<file path="config.mk">
export PLATFORM = sky130hd
export DESIGN_NAME = mmips_dev_handler
export DESIGN_NICKNAME = d
export VERILOG_FILES = /design/src/rtl/mmips_dev_pkg.sv /design/src/rtl/dev_fifo.sv /design/src/rtl/mmips_dev_handler.sv
export SDC_FILE = /design/constraint.sdc
export NUM_CORES = 1
export LEC_CHECK = 0
export ABC_CLOCK_PERIOD_IN_PS = 5000
export BUFFER_PORTS_ARGS = -buffer_cell sky130_fd_sc_hd__buf_2
export CORE_ASPECT_RATIO = 1.4
export CORE_MARGIN = 10
export CORE_UTILIZATION = 55
export CTS_CLUSTER_SIZE = 40
export DETAILED_ROUTE_END_ITERATION = 16
export PLACE_DENSITY = 0.74
export SLEW_MARGIN = 20
export SYNTH_ARGS = -nofsm -noshare
export SYNTH_HDL_FRONTEND = slang
export SYNTH_SLANG_ARGS = --single-unit
</file>
<file path="constraint.sdc">
create_clock -name clk -period 5 [get_ports clk]
set_clock_uncertainty 0.05 [all_clocks]
set_input_delay 0.25 -clock clk [delete_from_list [all_inputs] [get_ports clk]]
set_output_delay 0.25 -clock clk [all_outputs]
set_load 0.005 [all_outputs]
</file>
<file path="src/rtl/mmips_dev_pkg.sv">
// Shared definitions for the mMIPS device-port responder: state encoding,
// default widths and the saturating counter helper.
package mmips_dev_pkg;

  localparam int DEF_DATA_W     = 32;
  localparam int DEF_DEPTH_LOG2 = 3;
  localparam int STAT_W         = 16;

  localparam logic [1:0] S_IDLE = 2'd0;
  localparam logic [1:0] S_HDR  = 2'd1;
  localparam logic [1:0] S_BODY = 2'd2;

  typedef enum logic [1:0] {
    ST_IDLE = S_IDLE,
    ST_HDR  = S_HDR,
    ST_BODY = S_BODY
  } out_state_e;

  function automatic logic [STAT_W-1:0] sat_inc(input logic [STAT_W-1:0] v);
    return (&v) ? v : v + 1'b1;
  endfunction

endpackage

</file>
<file path="src/rtl/dev_fifo.sv">
// Synchronous show-ahead FIFO; rdata always presents the head entry.
// Pushes while full and pops while empty are ignored.
module dev_fifo #(
  parameter int W          = 33,
  parameter int DEPTH_LOG2 = 3
) (
  input  logic         clk,
  input  logic         rst,
  input  logic         push,
  input  logic [W-1:0] wdata,
  input  logic         pop,
  output logic [W-1:0] rdata,
  output logic         full,
  output logic         empty
);

  localparam int DEPTH = 1 << DEPTH_LOG2;

  logic [W-1:0]        mem [DEPTH];
  logic [DEPTH_LOG2:0] wr_ptr, rd_ptr;
  logic                do_push, do_pop;

  // The extra pointer bit distinguishes full (bits differ) from empty.
  assign empty   = (wr_ptr == rd_ptr);
  assign full    = (wr_ptr[DEPTH_LOG2] != rd_ptr[DEPTH_LOG2]) &&
                   (wr_ptr[DEPTH_LOG2-1:0] == rd_ptr[DEPTH_LOG2-1:0]);
  assign do_push = push && !full;
  assign do_pop  = pop && !empty;
  assign rdata   = mem[rd_ptr[DEPTH_LOG2-1:0]];

  // NOTE: sequential state uses non-blocking assignments so every register
  // samples pre-edge values, independent of statement order.
  always_ff @(posedge clk or posedge rst) begin
    if (rst) begin
      wr_ptr <= '0;
      rd_ptr <= '0;
    end else begin
      if (do_push) wr_ptr <= wr_ptr + 1'b1;
      if (do_pop)  rd_ptr <= rd_ptr + 1'b1;
    end
  end

  // NOTE: storage is deliberately left unreset; the pointers define which
  // entries are valid, and a resettable array would cost a flop per bit.
  always_ff @(posedge clk) begin
    if (do_push) mem[wr_ptr[DEPTH_LOG2-1:0]] <= wdata;
  end

endmodule

</file>
<file path="src/rtl/mmips_dev_handler.sv">
// Device-side responder for the mMIPS dev_* port: RX FIFO toward the CPU,
// TX FIFO plus header/body framing toward the host. Packet counters exist
// only when DEV_STATS_EN is defined; otherwise stat_* are tied to 0.
module mmips_dev_handler
  import mmips_dev_pkg::*;
#(
  parameter int DATA_W     = DEF_DATA_W,
  parameter int DEPTH_LOG2 = DEF_DEPTH_LOG2
) (
  input  logic              clk,
  input  logic              rst,
  input  logic              en,
  input  logic [DATA_W-1:0] dev_dout,
  input  logic              dev_w,
  input  logic              dev_waddr,
  input  logic              dev_wdata,
  input  logic              dev_send_eop,
  output logic              dev_rdyw,
  input  logic              dev_r,
  output logic [DATA_W-1:0] dev_din,
  output logic              dev_rdyr,
  output logic              dev_rcv_eop,
  input  logic              host_in_valid,
  output logic              host_in_ready,
  input  logic [DATA_W-1:0] host_in_data,
  input  logic              host_in_eop,
  output logic              host_out_valid,
  input  logic              host_out_ready,
  output logic [DATA_W-1:0] host_out_data,
  output logic              host_out_eop,
  output logic              host_out_hdr,
  output logic [STAT_W-1:0] stat_tx_pkts,
  output logic [STAT_W-1:0] stat_rx_pkts
);

  logic [DATA_W:0]   rx_head, tx_head;
  logic              rx_full, rx_empty, tx_full, tx_empty;
  logic              rx_push, rx_pop, tx_push, tx_pop;
  logic [DATA_W-1:0] addr_q, hdr_addr_q;
  out_state_e        state_q, state_d;

  // Ready flags are held low while reset is asserted.
  assign host_in_ready = !rx_full && !rst;
  assign rx_push       = host_in_valid && host_in_ready;
  assign dev_rdyr      = !rx_empty;
  assign rx_pop        = en && dev_r && dev_rdyr;
  assign dev_din       = rx_empty ? '0 : rx_head[DATA_W-1:0];
  assign dev_rcv_eop   = !rx_empty && rx_head[DATA_W];

  assign dev_rdyw = !tx_full && !rst;
  assign tx_push  = en && dev_w && dev_wdata && dev_rdyw;

  dev_fifo #(.W(DATA_W + 1), .DEPTH_LOG2(DEPTH_LOG2)) u_rx_fifo (
    .clk(clk), .rst(rst), .push(rx_push), .wdata({host_in_eop, host_in_data}),
    .pop(rx_pop), .rdata(rx_head), .full(rx_full), .empty(rx_empty)
  );

  dev_fifo #(.W(DATA_W + 1), .DEPTH_LOG2(DEPTH_LOG2)) u_tx_fifo (
    .clk(clk), .rst(rst), .push(tx_push), .wdata({dev_send_eop, dev_dout}),
    .pop(tx_pop), .rdata(tx_head), .full(tx_full), .empty(tx_empty)
  );

  // The header address is snapshotted on leaving IDLE so later address
  // writes only affect the following packet.
  always_ff @(posedge clk or posedge rst) begin
    if (rst) begin
      state_q    <= ST_IDLE;
      addr_q     <= '0;
      hdr_addr_q <= '0;
    end else begin
      state_q <= state_d;
      if (en && dev_w && dev_waddr)          addr_q     <= dev_dout;
      if (state_q == ST_IDLE && !tx_empty)   hdr_addr_q <= addr_q;
    end
  end

  // NOTE: every output of this block gets a default first, so no path
  // leaves a signal unassigned and no latch is inferred.
  always_comb begin
    state_d        = state_q;
    host_out_valid = 1'b0;
    host_out_hdr   = 1'b0;
    host_out_eop   = 1'b0;
    host_out_data  = '0;
    tx_pop         = 1'b0;
    case (state_q)
      ST_IDLE: begin
        if (!tx_empty) state_d = ST_HDR;
      end
      ST_HDR: begin
        host_out_valid = 1'b1;
        host_out_hdr   = 1'b1;
        host_out_data  = hdr_addr_q;
        if (host_out_ready) state_d = ST_BODY;
      end
      ST_BODY: begin
        host_out_valid = !tx_empty;
        if (!tx_empty) begin
          host_out_data = tx_head[DATA_W-1:0];
          host_out_eop  = tx_head[DATA_W];
        end
        tx_pop = host_out_ready && !tx_empty;
        if (tx_pop && tx_head[DATA_W]) state_d = ST_IDLE;
      end
      default: state_d = ST_IDLE;
    endcase
  end

`ifdef DEV_STATS_EN
  logic [STAT_W-1:0] tx_cnt_q, rx_cnt_q;

  always_ff @(posedge clk or posedge rst) begin
    if (rst) begin
      tx_cnt_q <= '0;
      rx_cnt_q <= '0;
    end else begin
      if (tx_pop && tx_head[DATA_W]) tx_cnt_q <= sat_inc(tx_cnt_q);
      if (rx_pop && rx_head[DATA_W]) rx_cnt_q <= sat_inc(rx_cnt_q);
    end
  end

  assign stat_tx_pkts = tx_cnt_q;
  assign stat_rx_pkts = rx_cnt_q;
`else
  assign stat_tx_pkts = '0;
  assign stat_rx_pkts = '0;
`endif

endmodule

</file>
# Yosys cells after proc, flatten, opt, wreduce, memory -nomap -nowiden
# Memories as Yosys holds them, arrays and structs flattened.
# Cells that the tools add are included.
dict set report totals {
  regBits 82
  latchBits 0
  ram_bits 528
  romBits 0
  out_inout_bits 103
  memories 2
}
dict set report classes {
  add_sub_neg 4
  mul 0
  n_div 0
  magnitude_cmp 0
  n_eq_ne 11
  shift 0
  muxes 16
  bitwise_logic 0
  n_reduce_logical 26
}
# name words width rd rd_clocked_by_memory_dff wr line_no
set memory_table {}
lappend memory_table {u_rx_fifo.mem 8 33 1 0 1 dev_fifo.sv:19} ;# logic [W-1:0] mem [DEPTH];
lappend memory_table {u_tx_fifo.mem 8 33 1 0 1 dev_fifo.sv:19}
# cell count
set ops {}
lappend ops {{32-bit 2-to-1 mux} 2}
lappend ops {{32-bit case mux with 2 select lines} 1}
lappend ops {{1-bit logical AND} 19}
lappend ops {{4-bit by 1-bit adder with 4-bit output, second input constant} 4}
lappend ops {{4-bit equality test} 2}
lappend ops {{1-bit 2-to-1 mux} 8}
lappend ops {{3-bit equality test} 2}
lappend ops {{2-bit 2-to-1 mux} 3}
lappend ops {{2-bit inequality test, second input constant} 3}
lappend ops {{2-bit case mux with 3 select lines} 1}
lappend ops {{1-bit logical NOT} 5}
lappend ops {{3-bit AND reduction} 1}
lappend ops {{2-bit by 1-bit equality test with 1-bit output, second input constant} 1}
lappend ops {{2-bit equality test, second input constant} 1}
lappend ops {{2-bit logical NOT} 1}
lappend ops {{1-bit inequality test} 2}
lappend ops {{1-bit case mux with 2 select lines} 1}

# Longest topological paths before layout
dict set report logic_depth {
  depth_word 8
  mapped_depth 7
  depth_no_buf 6
}

# Hierarchy
# From an unflattened synthesis, not the netlist that was laid out.
dict set report unflattened {
  hier_cells 1191
  hier_area_um2 24648.6
}
# mod instances cells_each area_per_inst_um2 seq_area_each_um2
set modules_own_cells {}
lappend modules_own_cells {dev_fifo 2 442 10543.9 8127.8}
lappend modules_own_cells {mmips_dev_handler 1 307 3560.9 1651.6}

# Worst setup path after synthesis
# Ideal clock, no wire load.
dict set report synth_timing {
  path_type {register to register}
  start {register u_tx_fifo.rd_ptr[2]}
  end {memory u_tx_fifo.mem[0][0], enable pin}
  setup_ps 464
  arrival_time_ps 3595
  t_required_ps 4486
  path_slack_ps 890
  stages_incl_launch_ff 7
  synth_period_minus_slack_ps 4110
  cell_sequence {dfrtp_1 buf_4 xnor2_1 a41oi_2 and4_1 nand2b_1 nor3_1}
}
dict set report synth_via {
  elab_chain_len 8
}
# element line_no
set synth_lines {}
lappend synth_lines {{from (decl)} dev_fifo.sv:20} ;# logic [DEPTH_LOG2:0] wr_ptr, rd_ptr;
lappend synth_lines {{from (signal assigned)} dev_fifo.sv:39} ;# if (do_pop) rd_ptr <= rd_ptr + 1'b1;
lappend synth_lines {{3-bit equality test} dev_fifo.sv:26} ;# (wr_ptr[DEPTH_LOG2-1:0] == rd_ptr[DEPTH_LOG2-1:0]);
lappend synth_lines {{1-bit logical AND} dev_fifo.sv:25} ;# assign full = (wr_ptr[DEPTH_LOG2] != rd_ptr[DEPTH_LOG2]) &&
lappend synth_lines {{1-bit logical NOT} mmips_dev_handler.sv:50} ;# assign dev_rdyw = !tx_full && !rst;
lappend synth_lines {{1-bit logical AND} mmips_dev_handler.sv:50}
lappend synth_lines {{net dev_rdyw} mmips_dev_handler.sv:18} ;# output logic dev_rdyw,
lappend synth_lines {{1-bit logical AND} mmips_dev_handler.sv:51} ;# assign tx_push = en && dev_w && dev_wdata && dev_rdyw;
lappend synth_lines {{1-bit logical AND} dev_fifo.sv:27} ;# assign do_push = push && !full;
lappend synth_lines {{1-bit 2-to-1 mux} dev_fifo.sv:46} ;# if (do_push) mem[wr_ptr[DEPTH_LOG2-1:0]] <= wdata;
lappend synth_lines {{1-bit 2-to-1 mux (implied by the code)} dev_fifo.sv:46}
lappend synth_lines {{to (decl)} dev_fifo.sv:19}
# The timed path passes the listed nets, and every way through them passes these cells.

# Worst setup path after layout
dict set report layout_timing {
  start {register u_rx_fifo.rd_ptr[0]}
  end {output dev_din[24]}
}
dict set report layout_via {
  elab_chain_len 2
}
# element line_no
set layout_lines {}
lappend layout_lines {{from (decl)} dev_fifo.sv:20}
lappend layout_lines {{from (signal assigned)} dev_fifo.sv:39}
lappend layout_lines {{memory 8 x 33 bit / 4-bit equality test (equally long branches)} --}
lappend layout_lines {{32-bit 2-to-1 mux (*)} mmips_dev_handler.sv:47} ;# assign dev_din = rx_empty ? '0 : rx_head[DATA_W-1:0];
lappend layout_lines {{to (decl)} mmips_dev_handler.sv:20} ;# output logic [DATA_W-1:0] dev_din,
# Every way passes the cells marked *; elsewhere a longest branch is shown, timed or not.

==> results.md <==
* Bufs on Longest Clock Path at 3
* Cell variety after synth at 36
* Filler Cell Count at 2812
* Final min period at 3542 ps
* RSZ-0062 raised after global routing: no
* Number of cells on the critical path at 5
* Slew at the pin closest to its max-slew limit at 1057 ps
* Aggregate routed wire length at 48080 um
* Launch point of the worst reg-to-reg path: u_tx_fifo.rd_ptr[0]$_DFFE_PP0P_
* Vertical extent of the die at 266.7 um
* Clock tree root driver cell: sky130_fd_sc_hd__clkbuf_16
* Async set or reset register ratio after synthesis at 13.44%
* Run status: finished clean
* Core box area at 43020 um2
* Routed length per instance at 24.05 um
* Overall Global Routing Usage at 18.49%
* Path class of the lowest-slack min-delay path: primary input to flop
* Number of cells produced by synthesis at 1161
* Number of enable-type register cells in the synthesized netlist at 528
* Boundary pin count at 178
* Portion of the post-synthesis area used by sequential elements at 74.87%
* Detailed-route vias per instance at 5.730
* Power per unit of standard cell area at 538.8 nW/um2
* Launch point of the worst path: u_rx_fifo.rd_ptr[0]$_DFFE_PP0P_
* Largest fanout on the critical path at 44
* TritonCTS clock tree: yes
* Total CTS buffers at 55
* Crit path required time at 4700 ps
* Primary FF master, synth: sky130_fd_sc_hd__edfxtp_1
* Top library cells by usage in the layout, fill and taps aside: 528 x sky130_fd_sc_hd__edfxtp_1, 145 x sky130_fd_sc_hd__buf_2, 132 x sky130_fd_sc_hd__mux4_2
* Row Count at 90
* Number of post-CTS setup repair buffers at 0
* Chain of cells forming the critical path: buf_4 > mux4_2 > mux2i_1 > nor2_1 > buf_2
* Crit end category: output port
* Synth warn at 0
* Final Slew Violations at 0
* Clk slew on worst S/H paths at 60 ps
* Total of endpoints with negative setup slack in the final report at 0
* H-tree Lvls at 2
* Tot Pwr at 15.01 mW
* DRC violations left at 0
* Library cell with the largest summed area after synthesis: sky130_fd_sc_hd__edfxtp_1
* Count of max-cap constraint violations at 0
* WHS Path Cells at 3
* Static leakage at 9.682 nW
* Total overflow reported by the global router at 0
* Average instance area after synthesis at 20.60 um2
* Post-cts resize count at 0
* Synth top area cells: sky130_fd_sc_hd__edfxtp_1 66%, sky130_fd_sc_hd__mux4_2 12%, sky130_fd_sc_hd__dfrtp_1 8.6%, sky130_fd_sc_hd__mux2_2 2.9%, sky130_fd_sc_hd__mux2i_1 2.7%
* Yosys reg bits at 610
* Port Buffer Count at 145
* Accumulated negative setup slack at 0 ps
* Initial core utilization at 55.60%
* Buf+Inv Stages, Crit Path at 2
* Top-area cell type share of the netlist area at 66.29%
* Slew HR at 29.52%
* Routability congestion estimate at 0.7355
* Max Fclk at 0.2823 GHz
* Via count of the first global-routing pass at 12600
* Global-route wire length before repair at 74970 um
* Path type of the worst setup path: flop to output port
* DRT iter0 DRCs at 639
* Critical path's top delay family: buffers and inverters
* Maximum number of pins on one net before global-route repair at 70
* Period Utilization, post-route at 70.84%
* Final hold violation count at 0
* Number of sinks on the clock net at 610
* Later-pin clock latency in the skew report at 590 ps
* Number of hold buffers added after cts at 70
* Longest individual stage delay on the worst path at 770 ps
* Width of the die at 196.2 um
* Number of optimization iterations in the first detailed-route pass at 5
* Number of vias after detailed routing at 11460
* Source of the worst hold timing path: en
* Arrival time of data at the critical path endpoint at 3240 ps
* Fin util at 64.77%
* R2r worst-path depth at 6
* Element type at the critical path start: flop
* Antenna violations before repair at 2
* CP max stage cell: sky130_fd_sc_hd__dfrtp_4
* Area growth from synthesis to layout at 16.49%
* Final ANT Viol Nets at 0
* Most frequent standard cell in the layout excluding fill and tap cells: sky130_fd_sc_hd__edfxtp_1
* Total standard cell area after synthesis at 23920 um2
* HPWL reported at the end of detailed placement at 27930 um
* Die Outline Area at 52340 um2
* Net count, final at 1483
* Maximum VDD drop at 423.5 uV
* Layout cells sized above 1 at 32.92%
==> cell families after synthesis <==
logic type | share of synthesized area, %
compound gates | 1.004
xor+xnor | 0.7324
fa+ha+maj | 0.4708
buf+inv | 2.375
flops | 74.87
mux | 18.45
other cells | 0.01568
simple gates | 2.082
==> cell usage after synthesis, types with 2 or more instances <==
cell                         n
sky130_fd_sc_hd__a21oi_1     2
sky130_fd_sc_hd__a41oi_2     2
sky130_fd_sc_hd__and3_1      2
sky130_fd_sc_hd__buf_1       9
sky130_fd_sc_hd__buf_2      18
sky130_fd_sc_hd__buf_4      42
sky130_fd_sc_hd__clkbuf_1   22
sky130_fd_sc_hd__dfrtp_1    82
sky130_fd_sc_hd__edfxtp_1  528
sky130_fd_sc_hd__ha_1        9
sky130_fd_sc_hd__inv_1       8
sky130_fd_sc_hd__mux2_1      8
sky130_fd_sc_hd__mux2_2     62
sky130_fd_sc_hd__mux2i_1    65
sky130_fd_sc_hd__mux4_2    132
sky130_fd_sc_hd__nand2_1    43
sky130_fd_sc_hd__nand2b_1    7
sky130_fd_sc_hd__nand3_1     3
sky130_fd_sc_hd__nand4_1     3
sky130_fd_sc_hd__nor2_1     46
sky130_fd_sc_hd__nor3_1      4
sky130_fd_sc_hd__o21ai_0    32
sky130_fd_sc_hd__xnor2_1    13
sky130_fd_sc_hd__xor2_1      7
==> final timing paths <==
check / slack, ps / end
max: 1460 / dev_din[24]
min: 50 / u_rx_fifo.rd_ptr[0]$_DFFE_PP0P_
max reg2reg: 1610 / u_tx_fifo.mem[3][29]$_DFFE_PP_
min reg2reg: 430 / hdr_addr_q[10]$_DFFE_PP0P_
max in group asynchronous: 3500 / addr_q[2]$_DFFE_PP0P_
min in group asynchronous: 280 / addr_q[9]$_DFFE_PP0P_
==> power breakdown <==
group	internal (mW)	switching [mW]
Combinational	2.10	2.15
Sequential	6.03	0.369
Clock	2.55	1.81
Total	10.7	4.33
==> layout make-up <==
type | count | area [um2] | share of cell area, %
diodes | 1 | 2.502 | 0.008982
multi-input cells | 481 | 5665 | 20.33
well taps | 552 | 690.7 | 2.479
flip-flops and latches | 610 | 17920 | 64.32
clock buffers | 68 | 1466 | 5.263
inverters | 8 | 31.28 | 0.1123
clock inverters | 36 | 422.9 | 1.518
repair buffers | 243 | 1662 | 5.964
==> routing by layer <==
metal  routed length [um]  vias to the layer above  global-route usage (%)
met5                    7                        -                       0
met4                 1108                        2                   5.335
met3                 2378                       80                   3.478
met2                25930                      324                   33.26
met1                18660                     5996                   22.17
li1                     -                     5053                       -
==> worst reg2reg max path, cell delays in order, from the launching register on <==
cell	delay [ps]
sky130_fd_sc_hd__dfrtp_4	890
sky130_fd_sc_hd__xnor2_1	260
sky130_fd_sc_hd__a41oi_2	260
sky130_fd_sc_hd__and4_1	320
sky130_fd_sc_hd__nand2_1	200
sky130_fd_sc_hd__nor2_4	750
sky130_fd_sc_hd__buf_4	350
==> sequential cells by signal, summed over array words and instances (netlist names) <==
name              cells
u_tx_fifo.mem       264
addr_q               32
state_q               2
u_rx_fifo.rd_ptr      4
u_tx_fifo.rd_ptr      4
u_tx_fifo.wr_ptr      4
u_rx_fifo.mem       264
u_rx_fifo.wr_ptr      4
hdr_addr_q           32
==> stage by stage <==
| step | std cells | cell area [um2] | hold WS (ps) | setup WS, ps |
|---|---|---|---|---|
| 4_1_cts | 1996 | 27820 | 31.20 | 1313 |
| 3_5_place_dp | 1822 | 25230 | 357.1 | 1515 |
| 3_3_place_gp | 1822 | 25230 | 355.0 | 1582 |
| 2_1_floorplan | 1192 | 24030 | 298.9 | 890.2 |
| 5_1_grt | 1999 | 27860 | 61.58 | 1146 |
| 6_report | 1999 | 27860 | 54.34 | 1458 |
Note: power is estimated with default switching activity, not from simulation.
